## src/rtl/onehot_sequencer.sv

```systemverilog
// Registered one-hot sequencer: holds a binary index and drives its one-hot decode.
// Optional wrap pulse output enabled by defining ONEHOT_SEQ_WRAP_EN.
module onehot_sequencer #(
    parameter int SEL_W = 3,
    parameter int LAST  = 2**SEL_W-1,
    localparam int OUT_W = 2**SEL_W
) (
    input  logic             clk,
    input  logic             rst,
    input  logic             clear_i,
    input  logic             load_i,
    input  logic [SEL_W-1:0] code_i,
    input  logic             step_i,
    input  logic             dir_i,
    output logic [OUT_W-1:0] o,
    output logic [SEL_W-1:0] idx_o,
    output logic             valid_o,
    output logic             state_dbg
`ifdef ONEHOT_SEQ_WRAP_EN
    ,
    output logic             wrap_o
`endif
);

    localparam logic IDLE   = 1'b0;
    localparam logic ACTIVE = 1'b1;

    localparam logic [SEL_W:0]   LAST_X = LAST[SEL_W:0];
    localparam logic [SEL_W:0]   ONE_X  = {{SEL_W{1'b0}}, 1'b1};
    localparam logic [OUT_W-1:0] BIT0   = {{(OUT_W-1){1'b0}}, 1'b1};

    // Control inputs are plain level strobes sampled on every rising edge;
    // there is no handshake, each asserted input takes effect after that edge.
    logic             state, state_n;
    logic [SEL_W-1:0] idx_n, step_idx;
    logic [SEL_W:0]   idx_x, inc_x;
    logic [OUT_W-1:0] o_n;
    logic             do_step;

    // Index comparisons are made one bit wider so LAST = OUT_W-1 cannot overflow.
    assign idx_x   = {1'b0, idx_o};
    assign inc_x   = idx_x + ONE_X;
    assign do_step = step_i && !clear_i && !load_i && (state == ACTIVE);

    always_comb begin
        step_idx = idx_o;
        if (!dir_i) begin
            if (inc_x > LAST_X) step_idx = '0;
            else                step_idx = inc_x[SEL_W-1:0];
        end else begin
            if (idx_x == '0)         step_idx = LAST_X[SEL_W-1:0];
            else if (idx_x > LAST_X) step_idx = LAST_X[SEL_W-1:0];
            else                     step_idx = idx_o - ONE_X[SEL_W-1:0];
        end
    end

    always_comb begin
        state_n = state;
        idx_n   = idx_o;
        if (clear_i) begin
            state_n = IDLE;
            idx_n   = '0;
        end else if (load_i) begin
            state_n = ACTIVE;
            idx_n   = code_i;
        end else if (do_step) begin
            idx_n   = step_idx;
        end
        o_n = (state_n == ACTIVE) ? (BIT0 << idx_n) : '0;
    end

    always_ff @(posedge clk) begin
        if (rst) begin
            state <= IDLE;
            idx_o <= '0;
            o     <= '0;
        end else begin
            state <= state_n;
            idx_o <= idx_n;
            o     <= o_n;
        end
    end

    // The FSM state register is the selection-active flag.
    assign valid_o   = (state == ACTIVE);
    assign state_dbg = state;

`ifdef ONEHOT_SEQ_WRAP_EN
    logic wrap_n;

    assign wrap_n = do_step && (dir_i ? (idx_x == '0) : (inc_x > LAST_X));

    always_ff @(posedge clk) begin
        if (rst) wrap_o <= 1'b0;
        else     wrap_o <= wrap_n;
    end
`endif

endmodule

```

## config.mk

```make
export PLATFORM = sky130hd
export DESIGN_NAME = onehot_sequencer
export DESIGN_NICKNAME = d
export VERILOG_FILES = /design/src/rtl/onehot_sequencer.sv
export SDC_FILE = /design/constraint.sdc
export NUM_CORES = 1
export LEC_CHECK = 0
export CORE_MARGIN = 1.5
export CORE_UTILIZATION = 40
export DETAILED_ROUTE_END_ITERATION = 7
export PLACE_DENSITY = 0.74
export SLEW_MARGIN = 20
export SYNTH_ARGS = -nofsm -noshare
export SYNTH_HDL_FRONTEND = slang
export SYNTH_SLANG_ARGS = --single-unit
```

## constraint.sdc

```tcl
create_clock -name clk -period 4.1 [get_ports clk]
set_input_delay 0.82 -clock clk [delete_from_list [all_inputs] [get_ports clk]]
set_output_delay 0.82 -clock clk [all_outputs]
set_load 0.05 [all_outputs]
```

Word level (Yosys, flattened, before mapping) --
Index checks and enable logic that the tools add are counted.
Word-level totals: bits in registers 12, output and inout bits 13, word-level logic and storage cells 25
Operators by class: $add $sub $neg 2, magnitude comparators 2, shifts and indexed selects 1, multiplexer cells 9, bitwise gates (word level) 1, reductions and logical operators 7
Operators with widths (count):
- $mux 3 | 7
- $shl 1x3->8 const A | 1
- $add 3x1->4 const B | 1
- $gt 4x3->1 const B | 1
- $logic_not 4->1 | 1
- $gt 3x3->1 const B | 1
- $logic_and 1x1->1 | 3
- $sub 3x1->3 const B | 1
- $logic_not 1->1 | 2
- $mux 1 | 2
- $reduce_or 2->1 | 1
- $not 1->1 | 1

Logic depth before layout (Yosys ltp) --
depth after elaboration 8, depth in mapped cells 7

Worst setup path before layout --
Ideal clock, no wire load.
path type reg2reg, from reg idx_o[0], to reg o[4], setup time 92 ps, arrival time 2103 ps, data required time 4008 ps, slack 1905 ps, stages on the path, launching flop included 8, buffers on the path 0, clock period less this slack 2195 ps, cell sequence dfxtp_1 > ha_1 > ha_1 > nand4b_1 > nand4_1 > a21oi_1 > or4_4 > nor4_1
On the way: longest elaborated chain between the ends 8, elaborated cells between the ends (all ways) 13, those cells by class add/sub (2); order compare (2); shift (1); mux (7); reduce/logical (1)
RTL lines:
- from (decl) | line 16 | output logic [SEL_W-1:0] idx_o,
- from (signal assigned) | line 79 | idx_o <= idx_n;
- $add 3x1->4, or another cell as far along | line 42 | assign inc_x = idx_x + ONE_X;
- $gt 4x3->1 / $mux 3 (equally long branches) | line 48, 52
- $mux 3, on equally long branches | line 48, 51
- $mux 3 | line 47 | if (!dir_i) begin
- $mux 3 (*) | line 66 | end else if (do_step) begin
- $mux 3 (*) | line 63 | end else if (load_i) begin
- $mux 3 (*) | line 60 | if (clear_i) begin
- $shl 1x3->8 (*) | line 69 | o_n = (state_n == ACTIVE) ? (BIT0 << idx_n) : '0;
- to (signal assigned) | line 80 | o <= o_n;
- to (decl) | line 15 | output logic [OUT_W-1:0] o,
Mark *: on every way between the ends. The rest lies on a longest branch, timed or not. A chain may end at the register's enable or synchronous reset.

Worst setup path after layout --
from reg idx_o[0], to out idx_o[0]
No word-level cell between the ends.

==> out/results.txt <==
result of the run = completed
drt wl/cell = 11.98 um
hold_sp = state_dbg$_SDFF_PP0_
total core area = 0.001318 mm^2
vias in the first global route = 523
Layout area overhead = 45.47%
async set-reset flop share out of synthesis = 0
Netlist cell types = 26
syn nets = 76
Primary FF master, synth = dfxtp_1
number of enable flip-flop cells after synthesis = 0
input/output buffers = 21
area leader, netlist = dfxtp_1
R2R cell count = 7
final antenna diode count = 0
Post-CTS Resized = 0
CTS hold repair buffers = 0
Worst Tran Pin Value = 645.7 ps
Seq/Total Area, Yosys = 0.4238
synth top area cells = dfxtp_1 42%, ha_1 8.8%, nor3_1 5.3%
IO Pins = 22
Max clock buf depth = 2
first-pass GRT wire length = 2021 um
Cells after Synth = 63
dpl cells = 98
Non-Filler Instances = 102
Hold Path Stages = 2
Worst Clk Skew = 0.4219 ps
clock-pin slew on the worst setup and hold paths = 70 ps
CTS sink count = 12
synthesized area per cell = 8.997 um^2
Seq cells post-synth = 12
Peak VDD IR = 0.1971 mV
Tot GR Track Use = 0.1822
fin. max-slew vios = 0
Fmax = 0.4159 GHz
H-tree depth = 1
FF-to-FF Start = idx_o[0]$_SDFF_PP0_
iteration count of the initial detailed-routing pass = 5
Max Cap Violations = 0
CP bufs+invs = 1
Static Leakage = 0.3073 nW
Num CTS Buffers = 3
CP Cell Sequence = clkdlybuf4s50_1
worst min-delay path class = flop to flop
vias per cell = 5.480
share of cells above drive strength 1 = 0.06897
CP max FO = 8
Post-DRT Antenna Nets = 0
Die H = 40.64 um
die area = 0.001652 mm^2
CP Data Required Time = 3280 ps
Final Critical Period = 2404 ps
Finish-stage setup viols = 0
delay-heaviest family, CP = buffers and inverters
initial drt markers = 13
Setup Crit Path Kind = flop to output port
fin nets = 101
crit path launch type = flop
setup_tns = 0 ps
Synth Area in XOR/XNOR = 0.01545
largest net degree at the start of global routing = 9
crit path DAT = 1580 ps
number of remaining DRC errors = 0
multiplexer area fraction after synthesis = 0
Setup Buffers After CTS = 0
Final GP Congestion = 0.9300
GRT overflow = 0
Post-Synth Adder-Cell Area = 0.08830
Multi-input gate area = 307.8 um^2
RSZ-0062 raised after global routing = false
R2R setup slack = 1950 ps
Largest stage delay, worst path = 850 ps
nature of the critical path endpoint = output port
row count = 13
Synth Cell Area = 566.8 um^2
fin crit share = 0.5864
Slew Limit Headroom = 0.5639
Compound-Gate Fraction of Synth Area = 0.1501
yosys warns = 0
Yosys top cell area share = 0.4238
WHS Endpoint = state_dbg$_SDFF_PP0_
largest family of logic cells by synthesized area = simple AND/OR/NAND/NOR gates
final hold vios = 0
final wirelength = 1222 um
initial antenna violation count = 0
Worst R2R End = o[4]$_SDFF_PP0_
Stages on worst setup path = 1
DP HPWL = 934.3 um
register area = 240.2 um^2
slowest library cell on the worst path = clkdlybuf4s50_1
power density cells = 318.7 mW/mm^2
worst skew pair latency = 260 ps
Initial Utilization = 0.4302
DR vias = 559
die width = 40.64 um
simple-gate area share of the yosys netlist = 0.2892
CTS tree = built
# fillers = 123
clk root buf = clkbuf_4
-- registers in the layout (all words and copies together), names as in the netlist --
signal     cells
o              8
idx_o          3
state_dbg      1
-- cells by family after synthesis --
logic type      count (synthesis)
compound gates                 13
xor+xnor                        1
fa+ha+maj                       4
buf+inv                         4
flops                          12
simple gates                   29
-- how the worst max path moves through the flow --
stage	start	to
after floorplan	idx_o[0]$_SDFF_PP0_	o[4]$_SDFF_PP0_
after global placement	clear_i	o[6]$_SDFF_PP0_
after detailed placement	load_i	o[1]$_SDFF_PP0_
after CTS	idx_o[0]$_SDFF_PP0_	idx_o[0]
after global routing	idx_o[2]$_SDFF_PP0_	idx_o[2]
final	idx_o[0]$_SDFF_PP0_	idx_o[0]
-- power breakdown --
part	switching [W]	internal [W]
logic	0.0000292	0.0000219
clock network	0.0000354	0.0000539
registers	0.00000309	0.000119
-- layout by cell type (no fill, tap or decap), drive strengths merged, types with 2 or more instances in the layout --
cell and count:
ha 4, clkbuf 4, o21ai 3, nor4 4, nor2 6, nor3 6
nor2b 2, clkdlybuf4s50 21, a21oi 3, dfxtp 12, nand2 4, inv 3
-- cells in the mapped netlist, types with 2 or more instances --
cell and instances:
dfxtp_1 12, o21ai_0 3, inv_1 3, ha_1 4
nor4_1 4, a21oi_1 3, nor3_1 6, nor2b_1 2
nand2_1 4, nor2_1 6
-- final cells by class --
cell class	count	share of cell area
Clock buffer	4	0.04401
Inverter	3	0.01366
Multi-Input combinational cell	47	0.3733
Sequential cell	12	0.2913
Tap cell	15	0.02276
Timing Repair Buffer	21	0.2549
-- metrics by stage --
step | total power, W | setup WS, ps | utilization | cell area [um^2] | hold slack [ps]
after global routing | 0.0002764 | 1634 | 0.6258 | 824.5 | 833.2
after floorplan | 0.0001562 | 1905 | - | 566.8 | 892.4
after CTS | 0.0002651 | 1693 | 0.6258 | 824.5 | 742.3
after global placement | 0.0001758 | 1520 | 0.5983 | 788.3 | 721.6
final | 0.0002627 | 1696 | 0.6258 | 824.5 | 731.5
after detailed placement | 0.0001759 | 1511 | 0.5983 | 788.3 | 715.5
-- per-layer routing --
layer / track usage / routed length (um) / up-vias
li1: - / - / 280
met1: 0.2315 / 586 / 244
met2: 0.2857 / 538 / 28
met3: 0.03261 / 74 / 7
met4: 0.1083 / 23 / 0
met5: 0 / 0 / -
Power figures use the tool's default switching activity.
